--- src/rtl/imem_loader.sv ---
`timescale 1ns/1ps
// -----------------------------------------------------------------------------
// imem_loader
//
// Streaming program loader placed in front of the core's instruction memory.
// It accepts 32-bit words on a valid/ready stream and writes them to IMEM at
// consecutive word-aligned byte addresses. The core is held in reset until the
// image is complete; the core is then released and done/error status reported.
//
// Optional feature macro: LOADER_CHECKSUM_EN
//   defined   -> one trailing checksum word (32-bit sum of the image, mod 2^32)
//                is consumed after the image. A mismatch raises Load_error and
//                returns to IDLE with the core still in reset.
//   undefined -> no checksum word; Load_error only flags an oversize Load_len.
//
// Ports:
//   Clk, Reset_n          clock (rising edge), async active-low reset
//   Load_start, Load_len  load request and image length in words
//   S_valid/S_data/S_ready  input word stream
//   IMEM_wr_en/addr/data  one-cycle IMEM write port (byte address)
//   Core_reset_n          active-low core reset, high only in RUN
//   Load_busy             high in LOAD and CHECK
//   Load_done             high in RUN
//   Load_error            sticky error, cleared by the next accepted Load_start
// All outputs are registered.
// -----------------------------------------------------------------------------
module imem_loader #(
  parameter int IMEM_DEPTH = 2048,
  parameter int LEN_WIDTH  = 12
) (
  input  logic                 Clk,
  input  logic                 Reset_n,
  input  logic                 Load_start,
  input  logic [LEN_WIDTH-1:0] Load_len,
  input  logic                 S_valid,
  input  logic [31:0]          S_data,
  output logic                 S_ready,
  output logic                 IMEM_wr_en,
  output logic [31:0]          IMEM_wr_addr,
  output logic [31:0]          IMEM_wr_data,
  output logic                 Core_reset_n,
  output logic                 Load_busy,
  output logic                 Load_done,
  output logic                 Load_error
);

  typedef enum logic [1:0] {
    ST_IDLE  = 2'd0,
    ST_LOAD  = 2'd1,
    ST_CHECK = 2'd2,
    ST_RUN   = 2'd3
  } state_t;

`ifdef LOADER_CHECKSUM_EN
  localparam logic LP_CHECKSUM = 1'b1;
`else
  localparam logic LP_CHECKSUM = 1'b0;
`endif

  localparam logic [LEN_WIDTH:0]   LP_DEPTH = (LEN_WIDTH+1)'(IMEM_DEPTH);
  localparam logic [LEN_WIDTH-1:0] LP_ONE   = {{(LEN_WIDTH-1){1'b0}}, 1'b1};

  state_t               r_state;
  state_t               w_next_state;
  logic [LEN_WIDTH-1:0] r_len;
  logic [LEN_WIDTH-1:0] r_cnt;
  logic                 r_s_ready;
  logic                 r_wr_en;
  logic [31:0]          r_wr_addr;
  logic [31:0]          r_wr_data;
  logic                 r_core_rst_n;
  logic                 r_busy;
  logic                 r_done;
  logic                 r_error;

  logic                 w_beat;      // image word accepted this cycle
  logic                 w_accept;    // Load_start accepted this cycle
  logic                 w_err_set;
  logic                 w_last;
  logic                 w_oversize;
  logic [31:0]          w_addr;

`ifdef LOADER_CHECKSUM_EN
  logic [31:0]          r_sum;
`endif

  assign w_last     = (r_cnt == (r_len - LP_ONE));
  assign w_oversize = ({1'b0, Load_len} > LP_DEPTH);
  assign w_addr     = {{(30-LEN_WIDTH){1'b0}}, r_cnt, 2'b00};

  // Next-state decode and per-cycle control strobes.
  always_comb begin
    w_next_state = r_state;
    w_beat       = 1'b0;
    w_accept     = 1'b0;
    w_err_set    = 1'b0;
    case (r_state)
      ST_IDLE, ST_RUN: begin
        if (Load_start) begin
          w_accept = 1'b1;
          if (w_oversize) begin
            w_err_set    = 1'b1;
            w_next_state = ST_IDLE;
          end else if (Load_len == '0) begin
            w_next_state = ST_CHECK;
          end else begin
            w_next_state = ST_LOAD;
          end
        end else begin
          w_next_state = r_state;
        end
      end
      ST_LOAD: begin
        w_beat = S_valid & r_s_ready;
        if (w_beat && w_last) begin
          w_next_state = ST_CHECK;
        end else begin
          w_next_state = ST_LOAD;
        end
      end
      ST_CHECK: begin
`ifdef LOADER_CHECKSUM_EN
        // Checksum beat: compared only, never written to IMEM.
        if (S_valid && r_s_ready) begin
          if (S_data == r_sum) begin
            w_next_state = ST_RUN;
          end else begin
            w_err_set    = 1'b1;
            w_next_state = ST_IDLE;
          end
        end else begin
          w_next_state = ST_CHECK;
        end
`else
        w_next_state = ST_RUN;
`endif
      end
      default: begin
        w_next_state = ST_IDLE;
      end
    endcase
  end

  // State, counters and registered outputs; state-derived outputs are
  // decoded from the next state so they line up with the state register.
  always_ff @(posedge Clk or negedge Reset_n) begin
    if (!Reset_n) begin
      r_state      <= ST_IDLE;
      r_len        <= '0;
      r_cnt        <= '0;
      r_s_ready    <= 1'b0;
      r_wr_en      <= 1'b0;
      r_wr_addr    <= 32'h0000_0000;
      r_wr_data    <= 32'h0000_0000;
      r_core_rst_n <= 1'b0;
      r_busy       <= 1'b0;
      r_done       <= 1'b0;
      r_error      <= 1'b0;
    end else begin
      r_state      <= w_next_state;
      r_s_ready    <= (w_next_state == ST_LOAD) ||
                      (LP_CHECKSUM && (w_next_state == ST_CHECK));
      r_core_rst_n <= (w_next_state == ST_RUN);
      r_done       <= (w_next_state == ST_RUN);
      r_busy       <= (w_next_state == ST_LOAD) || (w_next_state == ST_CHECK);
      r_wr_en      <= w_beat;
      if (w_beat) begin
        r_wr_addr <= w_addr;
        r_wr_data <= S_data;
      end
      if (w_accept) begin
        r_len <= Load_len;
        r_cnt <= '0;
      end else if (w_beat) begin
        r_cnt <= r_cnt + LP_ONE;
      end
      // Set wins over clear so an oversize request reports its own error.
      if (w_err_set) begin
        r_error <= 1'b1;
      end else if (w_accept) begin
        r_error <= 1'b0;
      end
    end
  end

`ifdef LOADER_CHECKSUM_EN
  // Running 32-bit image sum, wrapping mod 2^32.
  always_ff @(posedge Clk or negedge Reset_n) begin
    if (!Reset_n) begin
      r_sum <= 32'h0000_0000;
    end else if (w_accept) begin
      r_sum <= 32'h0000_0000;
    end else if (w_beat) begin
      r_sum <= r_sum + S_data;
    end
  end
`endif

  assign S_ready      = r_s_ready;
  assign IMEM_wr_en   = r_wr_en;
  assign IMEM_wr_addr = r_wr_addr;
  assign IMEM_wr_data = r_wr_data;
  assign Core_reset_n = r_core_rst_n;
  assign Load_busy    = r_busy;
  assign Load_done    = r_done;
  assign Load_error   = r_error;

endmodule

--- config.mk ---
export PLATFORM = sky130hd
export DESIGN_NAME = imem_loader
export DESIGN_NICKNAME = d
export VERILOG_FILES = /design/src/rtl/imem_loader.sv
export SDC_FILE = /design/constraint.sdc
export NUM_CORES = 1
export LEC_CHECK = 0
export ABC_AREA = 0
export BUFFER_PORTS_ARGS = -buffer_cell sky130_fd_sc_hd__buf_2
export CORE_ASPECT_RATIO = 0.7
export CORE_MARGIN = 2
export CORE_UTILIZATION = 40
export DETAILED_ROUTE_END_ITERATION = 6
export HOLD_SLACK_MARGIN = 0.15
export PLACE_DENSITY_LB_ADDON = 0.3
export SYNTH_ARGS = -nofsm -noshare
export SYNTH_HDL_FRONTEND = slang
export SYNTH_SLANG_ARGS = --single-unit
export TNS_END_PERCENT = 20
--- constraint.sdc ---
create_clock -name Clk -period 5.95 [get_ports Clk]
set_clock_uncertainty 0.1 [all_clocks]
set_input_delay 1.19 -clock Clk [delete_from_list [all_inputs] [get_ports Clk]]
set_output_delay 1.19 -clock Clk [all_outputs]
set_load 0.02 [all_outputs]
Word level (Yosys, flattened, before mapping)
Index checks and enable logic that the tools add are counted.
- muxes and demuxes: 15
- add/subtract/negate cells: 2
- multiply operators: 0
- equality and inequality tests: 7
- shift-type cells: 0
- reductions and logical operators: 7
- bitwise operators: 1
- divide/modulo/power cells: 0
- magnitude comparators: 1
- operator list (kind ; number):
    $mux W12 ; 2
    $add A12 B1 Y12 const B ; 1
    $eq A12 B12 Y1 ; 1
    $gt A12 B12 Y1 const B ; 1
    $logic_not A12 Y1 ; 1
    $sub A12 B1 Y12 const B ; 1
    $eq A2 B2 Y1 const B ; 4
    $mux W1 ; 8
    $mux W2 ; 4
    $pmux W2 S3 ; 1
    $eq A2 B1 Y1 const B ; 2
    $reduce_bool A2 Y1 ; 2
    $logic_not A2 Y1 ; 1
    $reduce_or A2 Y1 ; 1
    $and A1 B1 Y1 ; 1
    $logic_and A1 B1 Y1 ; 1
    $logic_or A1 B1 Y1 ; 1
- bits in read-only memories: 0
- memories kept: 0
- latch bits: 0
- word-level logic and storage cells: 43
- RAM bits: 0
- bits of input ports: 48
- flip-flop bits (word level): 75

Depth between registers and ports, before layout
- depth in word-level cells: 7
- depth in mapped cells: 10

Worst setup path after synthesis
Ideal clock, no wire load.
- path kind: register -> register
- start: reg r_len[0]
- end: reg r_busy (netlist: Load_busy)
- library setup time: 0.113 ns
- cell stages (with the launch flop): 11
- arrival time: 2.426 ns
- clock period less this slack: 2.639 ns
- buffers on the path: 0
- slack: 3.311 ns
- cells stage by stage: dfrtp_1 inv_1 ha_1 or4b_4 or3_1 a21oi_1 and4_1 nand4_1 a22o_1 ha_1 inv_1
- word-level cells in the longest chain between the ends: 7
- elaborated cells between the ends (all ways): 8
- those cells by class: add/sub: 1; eq/ne: 3; mux: 2; reduce/logical: 2
- ends and longest elaborated chain (item ; line ; text):
    from (decl) ; 65 ; logic [LEN_WIDTH-1:0] r_len;
    from (signal assigned) ; 172 ; r_len <= Load_len;
    $sub A12 B1 Y12 * ; 87 ; assign w_last = (r_cnt == (r_len - LP_ONE));
    $eq A12 B12 Y1 * ; 87 ;
    $logic_and A1 B1 Y1 * ; 115 ; if (w_beat && w_last) begin
    $mux W2 * ; 115 ;
    $pmux W2 S3 * ; 97 ; case (r_state)
    $eq A2 B1 Y1 / $eq A2 B2 Y1 (equally long branches) ; 165 ; r_busy <= (w_next_state == ST_LOAD) || (w_next_state == ST_CHECK);
    $logic_or A1 B1 Y1 * ; 165 ;
    to (signal assigned) ; 165 ;
    to (decl) ; 72 ; logic r_busy;
Mark *: on every way between the ends. The rest lies on a longest branch, timed or not.
A chain may end at the register's enable or synchronous reset.

Final worst setup path
- start: in S_valid
- end: reg r_cnt[6]
- word-level cells in the longest chain between the ends: 3
- ends and longest elaborated chain (item ; line ; text):
    from (decl) ; 35 ; input logic S_valid,
    $and A1 B1 Y1 ; 114 ; w_beat = S_valid & r_s_ready;
    $mux W1 ; 97 ;
    $reduce_bool A2 Y1 (no source line) ; - ;
    to (signal assigned) ; 175 ; r_cnt <= r_cnt + LP_ONE;
    to (decl) ; 66 ; logic [LEN_WIDTH-1:0] r_cnt;
Every way passes these cells.

==> metrics <==
status=finished, final reports clean; Slew headroom=0.351; Pwr Total=around 2.2 mW; crit path launch type=input port; total track usage=0.170; highest net fanout along the worst path=48; Crit. End Element=register; Seq. cell area=1880 µm²; TritonCTS clock tree=yes; most common cell in the synthesized netlist=nand2_1; Worst R2R Setup Slack=between 2 and 3 ns; synth-to-layout area growth=21.8%; vias=2871; crit path to=r_cnt[6]; synth unique cells=42; PortBufs=97; vias in the first global route=approximately 2800; placed wire-length estimate=roughly 5.4 mm; CTS H-tree lvls=3; Post-synth top cells=174 x nand2_1, 75 x dfrtp_1, 21 x buf_4; fin. max-slew vios=0; Pleak=2.40 nW; global-route wire length before repair=13.0 mm; average cell area after synthesis=just under 9 µm²; Root Buffer=clkbuf_16; Final Setup Violations=0; Area contributors post-synth=dfrtp_1 53%, nand2_1 18%, buf_4 4.4%; register share of total power=0.378; DR vias/cell=about 4.6; VDD IR max=between 200 and 300 µV; Final Cycle Share=0.571; largest net degree at the start of global routing=76; Max-Cap Viols=0; Die Y=around 83 µm; post-CTS sizing=0; R2R cell count=9; Antenna diodes=0; power per cell area=503 nW/µm²; DRC=0; setup TNS=0 ns; Synth async-reset ratio=1.00; clock sink count=between 70 and 80; Worst Path Arrival=between 3 and 4 ns; fillers=between 800 and 900; post-route ant nets=0; Chip Width=117 µm; multi-input logic area=roughly 1500 µm²; Placer Congestion=0.857; Cell Rows=28; clock power share=0.243; clk_lat worst skew=around 0.33 ns; DRT iter0 DRCs=around 200; Post-synth EDFFs=0; layout cells sized above 1=0.232; Seq/Total Area, Yosys=0.526; Final Hold Vio Count=0; CTS max path bufs=2; CTS Hold Buffers Added=0; Gate power share=0.379; WL final=~7.8 mm; P_int=roughly 1.3 mW; gr ovfl total=0; Post-Synthesis Cells=406; Least-Margin Pin Slew=between 0.9 and 1 ns; final hold slack=~0.37 ns; FF+latch count, synth=between 70 and 80; Setup CP Type=input port to register; Period minus WS final=between 3 and 4 ns; Reg2Reg Launch Point=r_state[1]; io pins=118; Num CTS Buffers=9; die area=between 9000 and 10000 µm²; Synth top area share=0.526; fin nets=~550; routed len/inst=between 10 and 15 µm; ys flop type=dfrtp_1; antenna violations before repair=0; unrepaired setup endpoints after global routing=no; net switching power=roughly 0.87 mW; Critical Path Start=S_valid; WP data required=~6.0 ns; Sw Share=0.397; Worst Hold Class=register to register; postcts setup bufs=0; highest clock rate=0.294 GHz; clock-pin slew on the worst setup and hold paths=approximately 0.06 ns; Core ar.=about 8500 µm²; Ys Warns=0; Starting Density=0.417; largest area contributor in the netlist=dfrtp_1; netlist area before placement=between 3000 and 4000 µm²; end of the worst register-to-register path=r_cnt[6]; drt first pass iters=4
[flip-flops by register name, summed over array words and instances, names as in the netlist]
| signal | count |
|---|---|
| IMEM_wr_data | 32 |
| r_len | 12 |
| Load_busy | 1 |
| IMEM_wr_addr | 12 |
| r_cnt | 12 |
| Load_done | 1 |
| r_state | 2 |
| Load_error | 1 |
| S_ready | 1 |
| IMEM_wr_en | 1 |
[worst max-delay path: stages]
cell     delay [ns]
buf_2          0.10
nand3_2        0.74
inv_1          0.74
nand2_1        0.19
nor2_1         0.20
nand2_1        0.09
xnor2_1        0.14
nor2_1         0.05
[per-stage QoR]
step           setup slack [ns]  area (µm²)  cells  utilization
2_1_floorplan              3.31        3640    425            -
3_3_place_gp               2.28        4050    604        0.474
3_5_place_dp               2.22        4050    604        0.474
4_1_cts                    2.56        4340    620        0.508
5_1_grt                    2.20        4340    620        0.508
6_report                   2.55        4340    620        0.508
[cells by family after synthesis]
| group | count (synthesis) | share of synthesized area |
|---|---|---|
| mux | 1 | 0.00281 |
| simple gates | 226 | 0.263 |
| buf+inv | 49 | 0.0761 |
| flops | 75 | 0.526 |
| compound gates | 24 | 0.0505 |
| fa+ha+maj | 6 | 0.0211 |
| xor+xnor | 24 | 0.0589 |
| other cells | 1 | 0.00105 |
[layer usage]
layer	track usage	part of all wire	vias to the layer above
met5	0	0	-
met4	0.0578	0.011	0
met3	0.0467	0.052	7
met2	0.248	0.43	79
met1	0.245	0.51	1338
li1	-	-	1447
[area by class of cell]
cell class / count / area share
multi-input cells: 301 / 0.344
clock inverters: 2 / 0.00807
flip-flops and latches: 75 / 0.432
well taps: 120 / 0.0346
clock buffers: 14 / 0.0585
repair buffers: 98 / 0.114
inverters: 10 / 0.00864
[power by group through the flow]
stage / combinational, mW / clock (mW) / sequential [mW]
floorplan: 0.466 / 0 / 0.950
global placement: 0.816 / 0 / 0.829
detailed placement: 0.832 / 0 / 0.829
CTS: 0.836 / 0.543 / 0.826
global route: 0.930 / 0.566 / 0.851
finish: 0.827 / 0.531 / 0.825
[worst min-delay path by stage]
| stage | startpoint | to | slack, ns | cells past startpoint |
|---|---|---|---|---|
| after floorplan | r_len[11] | r_len[11] | 0.37 | 2 |
| after global placement | IMEM_wr_addr[3] | IMEM_wr_addr[3] | 0.36 | 2 |
| after detailed placement | IMEM_wr_addr[2] | IMEM_wr_addr[2] | 0.36 | 2 |
| after CTS | IMEM_wr_data[1] | IMEM_wr_data[1] | 0.38 | 2 |
| after global routing | IMEM_wr_addr[7] | IMEM_wr_addr[7] | 0.40 | 2 |
| final | IMEM_wr_addr[2] | IMEM_wr_addr[2] | 0.37 | 2 |
[layout by cell type, fill, tap and decap left out, types with 2 or more instances in the layout]
| master | synthesis | layout |
|---|---|---|
| a22oi_1 | 3 | 3 |
| o21ai_0 | 5 | 5 |
| o31ai_1 | 2 | 2 |
| clkbuf_16 | 0 | 9 |
| nor3_1 | 6 | 6 |
| and2_1 | 2 | 2 |
| nand4_1 | 6 | 6 |
| inv_1 | 10 | 10 |
| nor2_1 | 16 | 16 |
| ha_1 | 6 | 6 |
| a21oi_1 | 2 | 2 |
| and3_1 | 3 | 3 |
| nor2b_1 | 4 | 4 |
| dfrtp_1 | 75 | 75 |
| buf_2 | 1 | 96 |
| xor2_1 | 13 | 13 |
| nor4_1 | 2 | 2 |
| clkbuf_1 | 12 | 4 |
| xnor2_1 | 11 | 11 |
| buf_4 | 21 | 2 |
| conb_1 | 1 | 20 |
| nand2_1 | 174 | 174 |
| nand3_1 | 8 | 7 |
No activity file was read; power rests on OpenSTA's default activity.
